## config.mk

```make
export PLATFORM = sky130hd
export DESIGN_NAME = controlador_reproducao
export DESIGN_NICKNAME = d
export VERILOG_FILES = /design/src/rtl/controlador_reproducao.sv
export SDC_FILE = /design/constraint.sdc
export NUM_CORES = 1
export LEC_CHECK = 0
export CAP_MARGIN = 15
export CELL_PAD_IN_SITES_DETAIL_PLACEMENT = 0
export CELL_PAD_IN_SITES_GLOBAL_PLACEMENT = 2
export CORE_UTILIZATION = 19
export DETAILED_ROUTE_END_ITERATION = 8
export HOLD_SLACK_MARGIN = 0.06
export PLACE_DENSITY_LB_ADDON = 0.1
export SYNTH_ARGS = -nofsm -noshare
export SYNTH_HDL_FRONTEND = slang
export SYNTH_SLANG_ARGS = --single-unit
```

## constraint.sdc

```tcl
create_clock -name clk -period 2.15 [get_ports clk]
set_clock_uncertainty 0.2 [all_clocks]
set_input_delay 0.3225 -clock clk [delete_from_list [all_inputs] [get_ports clk]]
set_output_delay 0.3225 -clock clk [all_outputs]
set_load 0.1 [all_outputs]
```

## src/rtl/controlador_reproducao.sv

```systemverilog
// controlador_reproducao
// Playback controller for the per-song address counter. It turns the
// play/pause, next and previous buttons into the counter's count enable and
// a one-cycle restart pulse. It drives the song index that forms the upper
// address bits, and it advances the playlist when the counter reports the
// end of a song. It runs in the 3 kHz address clock domain.
//
// Ports:
//   clk            3 kHz system clock
//   reset          synchronous, active-high reset
//   play_pause     play/pause button (level, active-high)
//   prox           next-track button (level, active-high)
//   ant            previous-track button (level, active-high)
//   repetir        1 = wrap to song 0 after the last song, 0 = stop
//   fim_musica     end-of-song flag from the address counter
//   endereco_atual current in-song address from the address counter
//   count          count enable to the address counter
//   reset_endereco one-cycle restart pulse to the address counter
//   musica         current song index (upper address bits)
//   tocando        high while playing
//   troca          one-cycle pulse when the song changes or restarts
module controlador_reproducao #(
  parameter int NUM_MUSICAS  = 4,
  parameter int MUSICA_W     = 2,
  parameter int LIMIAR_VOLTA = 9000
) (
  input  logic                clk,
  input  logic                reset,
  input  logic                play_pause,
  input  logic                prox,
  input  logic                ant,
  input  logic                repetir,
  input  logic                fim_musica,
  input  logic [21:0]         endereco_atual,
  output logic                count,
  output logic                reset_endereco,
  output logic [MUSICA_W-1:0] musica,
  output logic                tocando,
  output logic                troca
);

  typedef enum logic [1:0] {
    PARADO  = 2'd0,
    TOCANDO = 2'd1,
    PAUSADO = 2'd2
  } state_t;

  localparam logic [MUSICA_W-1:0] ULTIMA = MUSICA_W'(NUM_MUSICAS - 1);
  localparam logic [21:0]         LIMIAR = 22'(LIMIAR_VOLTA);

  state_t              state, state_next;
  logic [MUSICA_W-1:0] musica_next;
  logic                restart_next;

  logic play_pause_q, prox_q, ant_q, fim_q;
  logic ev_play_pause, ev_prox, ev_ant, ev_fim;

  logic [MUSICA_W-1:0] musica_mais, musica_menos, musica_anterior;

  // Rising-edge events: a held button fires only once.
  assign ev_play_pause = play_pause & ~play_pause_q;
  assign ev_prox       = prox & ~prox_q;
  assign ev_ant        = ant & ~ant_q;
  assign ev_fim        = fim_musica & ~fim_q;

  // Song selection helpers with wrap-around. "Previous" past the address
  // threshold means restart the current song rather than go back one.
  always_comb begin
    musica_mais     = (musica == ULTIMA) ? '0 : musica + 1'b1;
    musica_menos    = (musica == '0) ? ULTIMA : musica - 1'b1;
    musica_anterior = (endereco_atual >= LIMIAR) ? musica : musica_menos;
  end

  // Next-state logic. The if/else chain encodes event priority
  // fim_musica > prox > ant > play_pause; lower-priority events in the same
  // cycle are dropped. End-of-song only matters while playing, so an
  // ignored end-of-song does not block a button press.
  always_comb begin
    state_next   = state;
    musica_next  = musica;
    restart_next = 1'b0;
    case (state)
      PARADO: begin
        if (ev_prox) begin
          musica_next  = musica_mais;
          restart_next = 1'b1;
        end else if (ev_ant) begin
          musica_next  = musica_menos;
          restart_next = 1'b1;
        end else if (ev_play_pause) begin
          state_next   = TOCANDO;
          restart_next = 1'b1;
        end
      end
      TOCANDO: begin
        if (ev_fim) begin
          musica_next  = musica_mais;
          restart_next = 1'b1;
          if (musica == ULTIMA && !repetir) begin
            state_next = PARADO;
          end
        end else if (ev_prox) begin
          musica_next  = musica_mais;
          restart_next = 1'b1;
        end else if (ev_ant) begin
          musica_next  = musica_anterior;
          restart_next = 1'b1;
        end else if (ev_play_pause) begin
          state_next = PAUSADO;
        end
      end
      PAUSADO: begin
        if (ev_prox) begin
          musica_next  = musica_mais;
          restart_next = 1'b1;
        end else if (ev_ant) begin
          musica_next  = musica_anterior;
          restart_next = 1'b1;
        end else if (ev_play_pause) begin
          state_next = TOCANDO;
        end
      end
      default: begin
        state_next  = PARADO;
        musica_next = '0;
      end
    endcase
  end

  // State and registered outputs. During reset the edge-detect registers
  // track their live inputs so a button held through reset never fires.
  // Count is suppressed during a restart cycle even while playing.
  always_ff @(posedge clk) begin
    play_pause_q <= play_pause;
    prox_q       <= prox;
    ant_q        <= ant;
    fim_q        <= fim_musica;
    if (reset) begin
      state          <= PARADO;
      musica         <= '0;
      count          <= 1'b0;
      reset_endereco <= 1'b0;
      troca          <= 1'b0;
      tocando        <= 1'b0;
    end else begin
      state          <= state_next;
      musica         <= musica_next;
      reset_endereco <= restart_next;
      troca          <= restart_next;
      tocando        <= (state_next == TOCANDO);
      count          <= (state_next == TOCANDO) && !restart_next;
    end
  end

endmodule

```

==> results of run 1 <==
## power groups by stage
stage                     sequential [mW]  clock (mW)  combinational (mW)
after global placement              0.240           0               0.255
after detailed placement            0.239           0               0.254
after floorplan                     0.304           0              0.0997
after CTS                           0.235       0.156               0.255
after global routing                0.236       0.174               0.274
final                               0.234       0.149               0.254
## cell families (layout without fill, tap and decap cells)
logic type	count (synthesis)	in the layout	synth area share (%)
simple gates	29	29	26.2
compound gates	27	27	26.4
flops	11	11	33.9
buf+inv	10	44	6.55
fa+ha+maj	2	2	3.85
mux	2	2	3.08
## through the flow
stage | setup TNS, ps | total power [mW] | cells | cell area [µm²] | worst slack, ps
6_report | 0 | 0.638 | 159 | 1030 | 217
3_3_place_gp | -142 | 0.494 | 155 | 1010 | -89.2
4_1_cts | 0 | 0.645 | 159 | 1030 | 195
5_1_grt | 0 | 0.684 | 159 | 1030 | 165
3_5_place_dp | -149 | 0.494 | 155 | 1010 | -97.7
2_1_floorplan | 0 | 0.404 | 81 | 652 | 156
## layout by cell type (no fill, tap or decap), types with 3 or more instances in the layout
cell and count:
inv_1 4, nor2b_1 3, nand3_1 6, buf_4 10, clkdlybuf4s50_1 25, clkbuf_4 3
nor2_1 7, nand2b_1 4, dfxtp_1 9, a21oi_1 9, o21ai_0 3
## worst min-delay path: stages, from the launching register on
cell and delay [ps]:
dfxtp_2 350, nand3_1 70, a21oi_1 60
## layout make-up
class | count | area [µm²] | area share (%)
inverters | 5 | 18.8 | 1.81
clock buffers | 4 | 26.3 | 2.54
well taps | 44 | 55.1 | 5.32
flip-flops and latches | 11 | 223 | 21.5
repair buffers | 35 | 325 | 31.4
multi-input cells | 60 | 387 | 37.4
## path summary, 6_finish.rpt
| path | start | to | cells after the start |
|---|---|---|---|
| worst min register to register | musica[0] | musica[0] | 2 |
| worst max-delay path | endereco_atual[14] | musica[1] | 6 |
| worst max register to register | musica[0] | musica[1] | 7 |
| worst min-delay path | musica[0] | musica[0] | 2 |
## routing by layer
layer | vias up | routed length [µm] | global-route usage, %
met3 | 2 | 143 | 4.26
met1 | 309 | 824 | 14.7
met2 | 25 | 761 | 16.5
li1 | 358 | - | -
met5 | - | 0 | 0
met4 | 0 | 15 | 4.87
## cell usage after synthesis, types with 2 or more instances
master,number,area [µm²]
a211oi_1,2,15.0
a21oi_1,9,45.0
a31oi_1,2,12.5
and2_1,2,12.5
clkbuf_1,3,11.3
dfxtp_1,11,220
ha_1,2,25.0
inv_1,4,15.0
mux2i_1,2,20.0
nand2_1,2,7.51
nand2b_1,4,25.0
nand3_1,6,30.0
nor2_1,7,26.3
nor2b_1,3,18.8
nor3_1,2,10.0
o211ai_1,2,15.0
o21ai_0,3,15.0
o21ai_1,2,10.0
o31ai_1,2,15.0
==> flow_summary_export.csv, run 1 <==
group,metric,value,unit
worst_setup_path,cp_top_family,"simple AND/OR/NAND/NOR gates",
worst_setup_path,crit_chain,"clkdlybuf4s50_1 > or4_1 > nor2_1 > and4b_2 > mux2i_1 > o31a_1",
floorplan,design.die.area,3660,µm²
timing,maxSlewHeadroom,75.7,%
worst_setup_path,cpMaxStageDelayCell,"or4_1",
clock_network,cts.reportedPaths.clkPinSlew,80,ps
yosys,ys_warn_count,0,
clock_network,clock_tree.buffer_depth,2,
worst_setup_path,worstPathArrival,1890,ps
floorplan,io_pins,35,
worst_setup_path,max_stage_delay,510,ps
floorplan,core-area,3150,µm²
global_routing,grt.total_usage,11.2,%
hold_path,hold_class,"flop to flop",
layout,reg.largest.list,"musica (2), state (2)",
drt,drcViolationCount,0,
yosys,synth_nets,112,
yosys,yosys_register_bits,11,
layout,final_core_util,32.8,%
place,place_congestion,0.764,
drt,drt-initial-drc-count,18,
timing,clock.fmax,517,MHz
yosys,syn-cell-area,649,µm²
clock_network,h-tree-depth,1,
global_routing,antenna_found_initial,0,
timing,period_share,89.9,%
power_and_ir_drop,p_sw,0.246,mW
clock_network,clock_latency,280,ps
power_and_ir_drop,seq_power_share,36.7,%
clock_network,ctsResizeCount,0,
drt,drtAntennaViolNets,0,
timing,max_slew.worst_pin.slew,364,ps
worst_setup_path,critPathRequiredTime,2110,ps
timing,final-hold-violation-count,0,
clock_network,postCtsSetupBuffers,0,
worst_setup_path,end_kind,"flop",
layout,fin_nets,147,
yosys,synth_top_flop_cell,"dfxtp_1",
clock_network,ctsHoldBuffers,0,
floorplan,initial_core_util,20.6,%
layout,diodes,0,
worst_setup_path,critPathKind,"input port to flop",
timing,grt_setup_unrepaired,"false",
power_and_ir_drop,peakVddDrop,0.230,mV
place,dpl.hpwl,1400,µm
worst_setup_path,critPathLaunchType,"input port",
layout,area_growth,59.3,%
layout,fill_cells,367,
yosys,ys_types,30,
global_routing,grt_pass1_vias,647,
yosys,synth-edff-count,0,
timing,setup-violations-final,0,
worst_setup_path,rrSetupSlack,410,ps
power_and_ir_drop,pwr-share-comb,39.9,%
status,status,"complete, no violations",
job,maxCapViolCount,0,
timing,finalCriticalPeriod,1930,ps
power_and_ir_drop,clkPwrFrac,23.4,%
yosys,yosysSeqAreaShare,33.9,%
clock_network,clkSinkCount,11,
yosys,syn_avg_cell_area,8.02,µm²
clock_network,numCtsBuffers,3,
drt,vias,694,
worst_setup_path,crit_fanout,2,
layout,layout-drive-gt1-share,15.7,%
worst_setup_path,worst-path-buf-inv,1,
place,io_buffers,31,
drt,drt-total-wl,1740,µm
drt,drt_pass1_iterations,4,
clock_network,tritoncts,"built",
power_and_ir_drop,power.density,616,nW/µm²
global_routing,grt_start_max_net_pins,12,
drt,via_per_inst,4.36,
drt,routedWlPerCell,11.0,µm
power_and_ir_drop,p_int,0.391,mW
floorplan,die_y,60.5,µm
power_and_ir_drop,p_leak,0.394,nW
global_routing,gr-total-overflow,0,
timing,finalHoldWorstSlack,321,ps
power_and_ir_drop,p_sw_share,38.7,%
floorplan,placementRows,20,
timing,slew_viol_final,0,
global_routing,grt_pass1_wl,2970,µm
floorplan,die_w,60.5,µm
yosys,async_reset_ff_share,0,%
yosys,syn_inst,81,
clock_network,ctsRootBufferMaster,"clkbuf_4",
Power figures use the tool's default switching activity.
==> run 2, diff against run 1 <==
- CORE_ASPECT_RATIO: unset -> 0.6
- REMOVE_ABC_BUFFERS: unset -> 1
==> run 2 against run 1 <==
  * First-iteration DRC count is 130% higher
  * Count of clock-buffer cells in the layout down 1
  * Clock power is 45% higher
  * Largest power group unchanged
==> flow_summary_export.csv, run 2 (synthesized netlist as in run 1, its figures left out) <==
group,metric,value,unit
timing,finalCriticalPeriod,1990,ps
floorplan,io_pins,35,
layout,fin_nets,146,
layout,layout-drive-gt1-share,14.0,%
drt,routedWlPerCell,11.7,µm
power_and_ir_drop,p_sw_share,36.4,%
layout,final_common_cell,"clkdlybuf4s50_1",
power_and_ir_drop,total_power,0.711,mW
floorplan,die_y,47.3,µm
power_and_ir_drop,p_int,0.452,mW
floorplan,die_w,77.5,µm
clock_network,clock_latency,240,ps
floorplan,core-area,3260,µm²
worst_setup_path,max_stage_delay,520,ps
clock_network,numCtsBuffers,3,
power_and_ir_drop,p_sw,0.259,mW
layout,final_cell_mix,"clkdlybuf4s50_1, dfxtp_1, a21oi_1",
drt,via_per_inst,4.43,
clock_network,postCtsSetupBuffers,0,
global_routing,gr-total-overflow,0,
floorplan,design.die.area,3660,µm²
timing,max_slew.worst_pin.slew,388,ps
layout,diodes,0,
power_and_ir_drop,clkPwrFrac,30.4,%
clock_network,h-tree-depth,1,
drt,drt-initial-drc-count,41,
timing,maxSlewHeadroom,74.1,%
clock_network,ctsHoldBuffers,0,
worst_setup_path,cpMaxStageDelayCell,"or4_1",
drt,drtAntennaViolNets,0,
place,dp_cells,155,
layout,final_cells,159,
power_and_ir_drop,pwr-share-comb,36.5,%
power_and_ir_drop,seq_power_share,33.1,%
clock_network,cts.reportedPaths.clkPinSlew,60,ps
layout,area_growth,63.0,%
place,dpl.hpwl,1500,µm
hold_path,hold_class,"input port to flop",
clock_network,clkSinkCount,11,
worst_setup_path,critPathLaunchType,"input port",
clock_network,tritoncts,"built",
timing,period_share,92.7,%
drt,vias,705,
timing,final-hold-violation-count,0,
timing,finalHoldWorstSlack,347,ps
global_routing,antenna_found_initial,0,
timing,grt_setup_unrepaired,"false",
status,status,"complete, no violations",
worst_setup_path,critPathRequiredTime,2080,ps
timing,slew_viol_final,0,
timing,clock.fmax,502,MHz
layout,reg.largest.list,"musica (2), state (2)",
global_routing,grt_pass1_wl,3210,µm
place,pre_cts_ws,-90.4,ps
timing,layout_setup_ws,157,ps
worst_setup_path,critPathKind,"input port to flop",
clock_network,ctsResizeCount,0,
worst_setup_path,cp_top_family,"simple AND/OR/NAND/NOR gates",
worst_setup_path,end_kind,"flop",
worst_setup_path,crit_fanout,2,
timing,setup-violations-final,0,
power_and_ir_drop,p_leak,0.403,nW
drt,drt_pass1_iterations,4,
global_routing,grt_start_max_net_pins,12,
place,io_buffers,31,
drt,drt-total-wl,1860,µm
drt,drcViolationCount,0,
job,maxCapViolCount,0,
place,place_congestion,0.742,
floorplan,placementRows,16,
global_routing,grt.total_usage,11.8,%
worst_setup_path,worstPathArrival,1930,ps
worst_setup_path,crit_chain,"clkdlybuf4s50_1 > or4_1 > nor2_1 > and4b_2 > mux2i_1 > o31a_1",
power_and_ir_drop,peakVddDrop,0.280,mV
power_and_ir_drop,power.density,672,nW/µm²
clock_network,clock_tree.buffer_depth,2,
clock_network,ctsRootBufferMaster,"clkbuf_8",
worst_setup_path,worst-path-buf-inv,1,
floorplan,initial_core_util,19.9,%
global_routing,grt_pass1_vias,671,
## run 2: changes by cell type in the layout (fill, tap and decap cells not counted), sizes merged
cell and change:
buf -1, clkbuf -1, clkinv +1
## run 2: layout make-up
type / count / area (µm²)
well taps: 45 / 56.3
multi-input cells: 60 / 387
clock buffers: 3 / 41.3
flip-flops and latches: 11 / 220
clock inverters: 1 / 5.00
inverters: 5 / 18.8
fillers: 365 / 2200
repair buffers: 34 / 330
## run 2: routing by layer
| layer | share of wire [%] | GRT usage [%] | up-vias |
|---|---|---|---|
| met4 | 0 | 1.13 | 0 |
| met2 | 41 | 18.1 | 8 |
| li1 | - | - | 359 |
| met5 | 0 | 0 | - |
| met1 | 55 | 16.3 | 338 |
| met3 | 3.6 | 4.66 | 0 |
## run 2: worst paths after layout
check	from	endpoint	slack (ps)	cells past startpoint
hold / removal	play_pause	play_pause_q	350	1
setup / recovery	endereco_atual[14]	musica[1]	160	6
setup reg to reg	musica[0]	musica[1]	350	7
hold reg to reg	play_pause_q	tocando	390	3
## run 2: power by group through the flow
| stage | clock, mW | combinational, mW | sequential [mW] |
|---|---|---|---|
| floorplan | 0 | 0.0798 | 0.317 |
| global placement | 0 | 0.261 | 0.240 |
| detailed placement | 0 | 0.260 | 0.240 |
| CTS | 0.224 | 0.261 | 0.235 |
| global route | 0.238 | 0.283 | 0.238 |
| finish | 0.216 | 0.260 | 0.235 |
## run 2: through the flow
stage	setup TNS, ps	area, µm²	utilization, %
2_1_floorplan	-311	626	-
3_3_place_gp	-143	1010	31.0
3_5_place_dp	-141	1010	31.0
4_1_cts	0	1060	32.4
5_1_grt	0	1060	32.4
6_report	0	1060	32.4
==> run 3, diff against run 2 <==
- CTS_CLUSTER_DIAMETER: unset -> 30
- SLEW_MARGIN: unset -> 20
==> results of run 3 <==
Same layout as run 2: the final DEF is identical, and so are final timing and power.
